`src/rtl/game_pkg.sv`:
```
// rtl/game_pkg.sv - shared world-space game constants and the player bullet record
package game_pkg;

    localparam int PLAYER_X       = 16;
    localparam int PLAYER_Y       = 32;
    localparam int SQUAT_PLAYER_Y = 16;
    localparam int BULLET_X       = 4;
    localparam int BULLET_Y       = 2;
    localparam int BULLET_STEP_X  = 8;
    localparam int MAP_X          = 512;

    localparam int GOOD_BULLET_SLOTS    = 4;
    localparam int GOOD_BULLET_COOLDOWN = 12;

    typedef struct packed {
        logic              live;
        logic signed [10:0] x;
        logic signed [9:0]  y;
    } bullet_t;

endpackage

```
`src/rtl/good_bullet_slot.sv`:
```
// rtl/good_bullet_slot.sv - one player bullet: spawn, rightward move, enemy collision, map expiry
module good_bullet_slot
    import game_pkg::*;
(
    input  logic               clk,
    input  logic               rst,
    input  logic               tick,
    input  logic               spawn,
    input  logic signed [10:0] spawn_x,
    input  logic signed [9:0]  spawn_y,
    input  logic signed [10:0] x_enemy,
    input  logic signed [9:0]  y_enemy,
    input  logic               enemy_squat,
    input  logic               enemy_defend,
    output logic               live,
    output logic signed [10:0] x,
    output logic signed [9:0]  y,
    output logic               hit,
    output logic               block
);

    localparam logic signed [11:0] STEP = 12'(BULLET_STEP_X);
    localparam logic signed [11:0] BX   = 12'(BULLET_X);
    localparam logic signed [11:0] BY   = 12'(BULLET_Y);
    localparam logic signed [11:0] PX   = 12'(PLAYER_X);
    localparam logic signed [11:0] PY   = 12'(PLAYER_Y);
    localparam logic signed [11:0] SY   = 12'(SQUAT_PLAYER_Y);
    localparam logic signed [11:0] MX   = 12'(MAP_X);

    bullet_t bullet_q, bullet_d;

    logic signed [11:0] xw, yw, xe, ye, half, nx;
    logic               collide;

    // 12-bit signed so box edges near the map border never wrap
    always_comb begin
        xw   = {bullet_q.x[10], bullet_q.x};
        yw   = {{2{bullet_q.y[9]}}, bullet_q.y};
        xe   = {x_enemy[10], x_enemy};
        ye   = {{2{y_enemy[9]}}, y_enemy};
        half = enemy_squat ? SY : PY;
        nx   = xw + STEP;
        collide = (nx + BX > xe - PX) && (nx - BX < xe + PX) &&
                  !((yw - BY > ye + half) || (yw + BY < ye - half));
    end

    always_comb begin
        bullet_d = bullet_q;
        hit      = 1'b0;
        block    = 1'b0;
        if (tick) begin
            if (spawn) begin
                bullet_d.live = 1'b1;
                bullet_d.x    = spawn_x;
                bullet_d.y    = spawn_y;
            end else if (bullet_q.live) begin
                if (collide) begin
                    bullet_d.live = 1'b0;
                    hit           = !enemy_defend;
                    block         = enemy_defend;
                end else if (nx > MX - BX) begin
                    bullet_d.live = 1'b0;
                end else begin
                    bullet_d.x = nx[10:0];
                end
            end
        end
    end

    always_ff @(posedge clk) begin
        if (rst) begin
            bullet_q <= '0;
        end else begin
            bullet_q <= bullet_d;
        end
    end

    assign live = bullet_q.live;
    assign x    = bullet_q.x;
    assign y    = bullet_q.y;

endmodule

```
`src/rtl/good_bullet_pool.sv`:
```
// rtl/good_bullet_pool.sv - player bullet pool with allocator, fire cooldown and hit popcount
// Optional GOOD_BULLET_EDGE_FIRE_EN: fire on rising edge of attack instead of level.
module good_bullet_pool
    import game_pkg::*;
#(
    parameter int N_SLOTS  = GOOD_BULLET_SLOTS,
    parameter int COOLDOWN = GOOD_BULLET_COOLDOWN
) (
    input  logic                           clk,
    input  logic                           rst,
    input  logic                           tick,
    input  logic                           attack,
    input  logic                           defend,
    input  logic signed [10:0]             xPlayer,
    input  logic signed [9:0]              yPlayer,
    input  logic signed [10:0]             xEnemy,
    input  logic signed [9:0]              yEnemy,
    input  logic                           enemySquat,
    input  logic                           enemyDefend,
    output logic signed [11*N_SLOTS-1:0]   x,
    output logic signed [10*N_SLOTS-1:0]   y,
    output logic [N_SLOTS-1:0]             isE,
    output logic                           isHit,
    output logic                           isBlock,
    output logic [$clog2(N_SLOTS+1)-1:0]   dmg
);

    localparam int DW = $clog2(N_SLOTS + 1);
    localparam int CW = (COOLDOWN > 0) ? $clog2(COOLDOWN + 1) : 1;

    logic [CW-1:0]      cd_q, cd_d;
    logic               hit_q, hit_d, blk_q, blk_d;
    logic [DW-1:0]      dmg_q, dmg_d;
    logic [N_SLOTS-1:0] live, slot_hit, slot_blk, spawn;
    logic               fire_req, fire, found;
    logic signed [10:0] spawn_x;

`ifdef GOOD_BULLET_EDGE_FIRE_EN
    logic attack_prev_q, attack_prev_d;

    assign fire_req = attack & ~attack_prev_q;

    always_comb begin
        attack_prev_d = tick ? attack : attack_prev_q;
    end

    always_ff @(posedge clk) begin
        if (rst) begin
            attack_prev_q <= 1'b0;
        end else begin
            attack_prev_q <= attack_prev_d;
        end
    end
`else
    assign fire_req = attack;
`endif

    assign spawn_x = xPlayer + 11'(PLAYER_X + BULLET_X);

    // Occupancy is the registered live vector, so a slot freed this tick waits a tick
    always_comb begin
        spawn = '0;
        found = 1'b0;
        fire  = tick && fire_req && !defend && (cd_q == '0) && !(&live);
        for (int i = 0; i < N_SLOTS; i++) begin
            if (fire && !found && !live[i]) begin
                spawn[i] = 1'b1;
                found    = 1'b1;
            end
        end

        cd_d = cd_q;
        if (fire) begin
            cd_d = CW'(COOLDOWN);
        end else if (tick && (cd_q != '0)) begin
            cd_d = cd_q - 1'b1;
        end

        dmg_d = '0;
        for (int i = 0; i < N_SLOTS; i++) begin
            dmg_d = dmg_d + DW'(slot_hit[i]);
        end
        hit_d = |slot_hit;
        blk_d = |slot_blk;
    end

    always_ff @(posedge clk) begin
        if (rst) begin
            cd_q  <= '0;
            hit_q <= 1'b0;
            blk_q <= 1'b0;
            dmg_q <= '0;
        end else begin
            cd_q  <= cd_d;
            hit_q <= hit_d;
            blk_q <= blk_d;
            dmg_q <= dmg_d;
        end
    end

    for (genvar i = 0; i < N_SLOTS; i++) begin : g_slot
        good_bullet_slot u_slot (
            .clk          (clk),
            .rst          (rst),
            .tick         (tick),
            .spawn        (spawn[i]),
            .spawn_x      (spawn_x),
            .spawn_y      (yPlayer),
            .x_enemy      (xEnemy),
            .y_enemy      (yEnemy),
            .enemy_squat  (enemySquat),
            .enemy_defend (enemyDefend),
            .live         (live[i]),
            .x            (x[11*i +: 11]),
            .y            (y[10*i +: 10]),
            .hit          (slot_hit[i]),
            .block        (slot_blk[i])
        );
    end

    assign isE     = live;
    assign isHit   = hit_q;
    assign isBlock = blk_q;
    assign dmg     = dmg_q;

endmodule

```
`config.mk`:
```
export PLATFORM = sky130hd
export DESIGN_NAME = good_bullet_pool
export DESIGN_NICKNAME = d
export VERILOG_FILES = /design/src/rtl/game_pkg.sv /design/src/rtl/good_bullet_slot.sv /design/src/rtl/good_bullet_pool.sv
export SDC_FILE = /design/constraint.sdc
export NUM_CORES = 1
export LEC_CHECK = 0
export CAP_MARGIN = 20
export CELL_PAD_IN_SITES_DETAIL_PLACEMENT = 1
export CELL_PAD_IN_SITES_GLOBAL_PLACEMENT = 1
export CORE_UTILIZATION = 44
export CTS_CLUSTER_DIAMETER = 100
export DETAILED_ROUTE_END_ITERATION = 6
export PLACE_DENSITY = 0.95
export SLEW_MARGIN = 30
export SYNTH_ARGS = -nofsm -noshare
export SYNTH_HDL_FRONTEND = slang
export SYNTH_HIERARCHICAL = 1
export SYNTH_SLANG_ARGS = --single-unit
```
`constraint.sdc`:
```
create_clock -name clk -period 5.4 [get_ports clk]
set_input_delay 0.81 -clock clk [delete_from_list [all_inputs] [get_ports clk]]
set_output_delay 0.81 -clock clk [all_outputs]
set_load 0.1 [all_outputs]
```
==> results of run 1 <==
## power by group
group	internal, mW	leakage [nW]	switching (mW)
registers	0.738	0.782	0.0416
logic	0.360	5.37	0.598
clock network	0.320	0.125	0.319
## placed cells by master, fill, tap and decap left out, types with 26 or more instances in the layout
cell type,n
nand4_1,39
nand2_1,214
dfxtp_1,97
xor2_1,85
clkdlybuf4s50_1,137
nor3_1,44
a21oi_1,127
ha_1,221
nand3_1,81
nor2_1,90
inv_1,128
o311a_1,26
and3_1,29
xnor2_1,108
buf_4,32
o221ai_1,26
o21ai_0,29
## stage by stage
step	hold slack, ns	instances	util	cell area [um2]
finish	0.517	2184	0.529	15300
global placement	0.497	2167	0.518	15000
CTS	0.518	2184	0.528	15300
floorplan	0.555	1670	-	13100
global route	0.546	2184	0.529	15300
detailed placement	0.503	2168	0.518	15000
## flip-flops by register name, summed over array words and instances, names as in the netlist
signal              flops
g_slot.u_slot/x        44
isBlock                 1
g_slot.u_slot/live      4
dmg                     3
g_slot.u_slot/y        40
cd_q                    4
isHit                   1
## logic make-up after synthesis
| group | share of synthesized area |
|---|---|
| xor gates and xnor gates | 0.153 |
| AOI/OAI and AO/OA | 0.177 |
| DFF | 0.148 |
| muxes | 0.00421 |
| buffers and inverters | 0.0641 |
| and+or+nand+nor | 0.229 |
| adders and majority gates | 0.225 |
## synth_stat cells, drive strengths merged, types with 20 or more instances
| cell | count |
|---|---|
| dfxtp | 97 |
| inv | 128 |
| o211ai | 21 |
| and3 | 29 |
| ha | 221 |
| a21oi | 127 |
| o21ai | 29 |
| nand4 | 39 |
| nand3 | 89 |
| clkbuf | 54 |
| xor2 | 92 |
| nand2 | 214 |
| a21o | 20 |
| nor3 | 51 |
| xnor2 | 118 |
| o221ai | 32 |
| o311a | 32 |
| nor2 | 91 |
## final timing paths
check | from | to | slack, ns | cells past startpoint
max | g_slot[1].u_slot/x[3]$_SDFFE_PP0P_ | dmg[1]$_SDFF_PP0_ | 0.26 | 20
max reg2reg | g_slot[1].u_slot/x[3]$_SDFFE_PP0P_ | dmg[1]$_SDFF_PP0_ | 0.26 | 20
min | g_slot[2].u_slot/x[0]$_SDFFE_PP0P_ | g_slot[2].u_slot/x[0]$_SDFFE_PP0P_ | 0.52 | 2
min reg2reg | g_slot[2].u_slot/x[0]$_SDFFE_PP0P_ | g_slot[2].u_slot/x[0]$_SDFFE_PP0P_ | 0.52 | 2
## layout make-up
cell class / count / area [um2]
Inverter: 128 / 480
Sequential cell: 97 / 1940
Clock buffer: 10 / 229
Clock inverter: 6 / 52.6
Timing Repair Buffer: 181 / 1780
Multi-Input combinational cell: 1378 / 10300
Fill cell: 3554 / 13600
Tap cell: 384 / 480
## layer usage
layer | track usage | share of wire | up-vias
met5 | 0 | 0 | -
met4 | 0.194 | 0.060 | 0
met3 | 0.0389 | 0.063 | 213
met2 | 0.556 | 0.49 | 591
met1 | 0.365 | 0.39 | 6598
li1 | - | - | 6182
## critical path, stage by stage (launching register included)
cell and delay [ns]:
dfxtp_1 0.61, inv_1 0.13, ha_1 0.42, nand3b_1 0.22
nor3_2 0.29, nor3b_1 0.30, xnor2_1 0.15, ha_1 0.33
nand4_1 0.14, or2_1 0.27, a21oi_1 0.13, nor3_1 0.10
nor3_1 0.22, nand3_1 0.14, nor4_1 0.30, inv_1 0.13
fa_1 0.53, inv_1 0.04, ha_1 0.17, ha_1 0.27
nor2b_1 0.12
## timing repair
item	in CTS	in global routing
setup endpoints to repair	0	2
gates resized for setup	0	4
setup buffers	0	0
==> flow_summary_export.csv, run 1 <==
group,metric,value,unit
die,row_count,62,
synth,syn_nets,1949,
global_routing,antenna_found_initial,0,
synth,ys_ff_latch,97,
synth,synth_edf_count,0,
synth,ys_seq_area_frac,0.148,
route,drc,0,
place,dp_hpwl,37500,um
finish,antenna_cells,0,
cts,path_clk_slew,0.08,ns
status,status,"finished, final reports clean",
die,die_x,174,um
synth,synthTopCellsByArea,"ha_1 21%, dfxtp_1 15%, xnor2_1 7.2%",
timing,hold_viol,0,
critical_path,required,5.62,ns
critical_path,endpoint_kind,"flop",
pwr,power,2.38,mW
finish,layout-drive-gt1-share,0.0683,
timing,drv_slew,0,
synth,synth_flop_cell,"dfxtp_1",
timing,tns,0,ns
die,die_h,174,um
cts,cts-root-buf,"clkbuf_16",
route,vias,13600,
synth,yosys_warnings,6,
synth,synth_area,13100,um2
synth,synthCells,1670,
route,postRouteAntennaNets,0,
global_routing,grt_max_degree,69,
place,place_ws,-0.110,ns
critical_path,critical_path_class,"reg -> reg",
worst_hold_path,hold_class,"reg -> reg",
pwr,p_leak,6.27,nW
pwr,power_density,155,nW/um2
route,wirelength,48500,um
cts,htree_levels,3,
place,numPortBuffers,141,
critical_path,arrival,5.37,ns
cts,cts_tree,"done",
route,routedWlPerCell,22.2,um
synth,async_reset_ff_frac,0,
timing,rsz0062_at_grt,"no",
route,avgViaCountPerCell,6.22,
timing,fmax,195,MHz
global_routing,grt_pass1_wl,76900,um
run,drv_cap,0,
die,fp.dieArea,30400,um2
timing,fin_ws,0.259,ns
pwr,irDropWorstVdd,141,uV
timing,slew_headroom,0.320,
timing,worst_slew_pin_slew,1.02,ns
finish,syn_to_final_growth,16.9,%
cts,clock-sinks,97,
synth,yosysTopAreaCell,"ha_1",
timing,timing.final.crit_period,5.14,ns
timing,setup_violations,0,
cts,numCtsBuffers,9,
cts,clk_path_buf_depth,2,
route,drt_iter0_markers,906,
global_routing,grt_pass1_vias,14500,
critical_path,path_max_fanout,10,
die,core,28900,um2
synth,postSynthAreaPerCell,7.83,um2
route,firstDrtPassIters,5,
global_routing,grt.overflow.total,0,
cts,clkLatencyLatePin,0.36,ns
die,ioPinCount,142,
die,initial_core_util,0.452,
timing,finalCritPeriodShare,0.952,
critical_path,start_kind,"flop",
synth,synth_top_area_frac,0.211,
synth,ys_types,65,
place,gp_congestion,0.925,
finish,final_net_count,2074,
cts,holdBufCountCts,0,
timing,skew,0.0162,ns
global_routing,track_usage,0.317,
(Power assumes the default switching activity.)
==> run 2: changes to the inputs <==
Settings changed: CTS_BUF_LIST set to sky130_fd_sc_hd__clkbuf_4 sky130_fd_sc_hd__clkbuf_8 sky130_fd_sc_hd__clkbuf_16, SETUP_SLACK_MARGIN set to 0.1.
==> flow_summary_export.csv, run 2 (synthesized netlist as in run 1, its figures left out) <==
group,metric,value,unit
status,status,"finished, final reports clean",
route,routedWlPerCell,22.4,um
timing,rsz0062_at_grt,"no",
timing,fin_ws,0.225,ns
timing,hold_viol,0,
route,vias,13700,
finish,antenna_cells,0,
critical_path,r2r_cells,18,
finish,final_cell_mix,"221 x ha_1, 214 x nand2_1, 136 x clkdlybuf4s50_1",
timing,setup_violations,0,
timing,slew_headroom,0.312,
place,gp_congestion,0.925,
timing,finalCritPeriodShare,0.958,
route,firstDrtPassIters,5,
critical_path,cp_cell_sequence,"clkdlybuf4s50_1 > buf_12 > buf_4 > ha_1 > fa_1 > nand2b_1 > nor3_1 > nor2_1 > ha_1 > and3_1 > nand4_1 > a21oi_1 > a211oi_1 > nor3_1 > nand3_1 > nor4_2 > inv_1 > fa_1 > inv_1 > ha_1 > ha_1 > nor2b_1",
global_routing,grt_pass1_vias,14500,
critical_path,path_depth,22,
critical_path,critical_path_class,"in -> reg",
pwr,pwr-share-seq,0.326,
global_routing,grt_pass1_wl,77100,um
timing,fmax,193,MHz
timing,tns,0,ns
die,die_h,174,um
die,core,28900,um2
pwr,clkPwrFrac,0.270,
finish,fillers,3550,
critical_path,endpoint_kind,"flop",
cts,clock-sinks,97,
die,initial_core_util,0.452,
critical_path,crit_family,"adder cells",
pwr,internal-power,1.42,mW
pwr,p_leak,6.28,nW
finish,syn_to_final_growth,17.1,%
finish,fin_area,15300,um2
critical_path,r2r_start,"g_slot[0].u_slot/x[3]$_SDFFE_PP0P_",
timing,worst_slew_pin_slew,1.03,ns
cts,htree_levels,3,
finish,regArea,1940,um2
critical_path,start_kind,"input port",
route,postRouteAntennaNets,0,
cts,numCtsBuffers,9,
place,numPortBuffers,141,
global_routing,grt.overflow.total,0,
pwr,power_density,156,nW/um2
place,dp_hpwl,37500,um
finish,final_common_cell,"ha_1",
pwr,netSwitchingFraction,0.405,
place,place_area,15000,um2
route,avgViaCountPerCell,6.27,
die,fp.dieArea,30400,um2
critical_path,path_max_fanout,19,
critical_path,slowest_stage,"clkdlybuf4s50_1",
place,place_ws,-0.110,ns
critical_path,arrival,5.41,ns
route,drc,0,
cts,clkLatencyLatePin,0.37,ns
worst_hold_path,hold_class,"reg -> reg",
pwr,power,2.39,mW
worst_hold_path,min_path_cells,2,
critical_path,worstSetupStartpoint,"enemySquat",
route,drt_iter0_markers,942,
cts,clk_path_buf_depth,2,
critical_path,critPathMaxStageDelay,0.51,ns
critical_path,cp_common_cell,"ha_1",
cts,cts-root-buf,"clkbuf_16",
timing,timing.final.crit_period,5.18,ns
global_routing,antenna_found_initial,0,
critical_path,r2r_slack,0.32,ns
global_routing,grt_max_degree,69,
die,ioPinCount,142,
pwr,irDropWorstVdd,152,uV
critical_path,reg2reg_to,"dmg[1]$_SDFF_PP0_",
timing,drv_slew,0,
route,wirelength,48900,um
finish,layout-drive-gt1-share,0.0722,
run,drv_cap,0,
pwr,p_comb_frac,0.403,
global_routing,track_usage,0.318,
pwr,total_switching_power,0.968,mW
die,row_count,62,
timing,skew,0.0157,ns
critical_path,cp-endpoint,"dmg[1]$_SDFF_PP0_",
critical_path,required,5.63,ns
cts,path_clk_slew,0.08,ns
die,die_x,174,um
critical_path,cp.buffers_inverters,5,
cts,cts_tree,"done",
finish,multiInputGateArea,10300,um2
finish,final_net_count,2074,
finish,largest_reg_flops,44,
-- run 2: what timing repair did --
action                     in CTS  in global routing
resized for setup               0                  9
hold buffers                    0                  0
setup endpoints to repair       0                  3
setup buffers                   0                  0
-- run 2: how the worst min path moves through the flow --
stage,to,slack (ns),start
CTS,g_slot[2].u_slot/x[0]$_SDFFE_PP0P_,0.52,g_slot[2].u_slot/x[0]$_SDFFE_PP0P_
floorplan,cd_q[3]$_SDFFE_PP0P_,0.56,cd_q[3]$_SDFFE_PP0P_
detailed placement,g_slot[2].u_slot/x[0]$_SDFFE_PP0P_,0.50,g_slot[2].u_slot/x[0]$_SDFFE_PP0P_
global placement,g_slot[1].u_slot/y[0]$_SDFFE_PP0P_,0.50,g_slot[1].u_slot/y[0]$_SDFFE_PP0P_
finish,g_slot[2].u_slot/x[0]$_SDFFE_PP0P_,0.52,g_slot[2].u_slot/x[0]$_SDFFE_PP0P_
global route,g_slot[0].u_slot/y[0]$_SDFFE_PP0P_,0.55,g_slot[0].u_slot/y[0]$_SDFFE_PP0P_
-- run 2: final cells by class --
type	count	share of cell area
clock buffer	10	0.0152
clock inverter	6	0.00343
inverter	128	0.0314
multi-input combinational	1378	0.676
sequential	97	0.127
tap	384	0.0314
timing repair buffer	181	0.116
-- run 2: power by group through the flow --
stage / Clock, mW / Combinational (mW) / Sequential [mW]
after floorplan: 0 / 0.514 / 0.869
after global placement: 0 / 0.863 / 0.792
after detailed placement: 0 / 0.925 / 0.795
after CTS: 0.653 / 0.942 / 0.779
after global routing: 0.686 / 1.04 / 0.783
final: 0.647 / 0.964 / 0.781
-- run 2: layer usage --
layer  routed length, um  track usage  vias up  part of all wire
met3                3070       0.0464      216             0.063
met5                   0            0        -                 0
li1                    -            -     6184                 -
met2               23700        0.560      575              0.48
met1               19300        0.366     6723              0.39
met4                2860        0.177        0             0.059
-- run 2: tightest hold or removal path, delay by kind of cell, from the launching register on --
family,cells,cell delay (ns)
and+or+nand+nor,1,0.07
DFF,1,0.35
AOI/OAI and AO/OA,1,0.06
-- run 2: through the flow --
step / hold WS (ns) / util / instances
finish: 0.518 / 0.529 / 2184
global route: 0.546 / 0.529 / 2184
CTS: 0.518 / 0.528 / 2184
detailed placement: 0.503 / 0.518 / 2168
global placement: 0.497 / 0.518 / 2167
floorplan: 0.555 / - / 1670
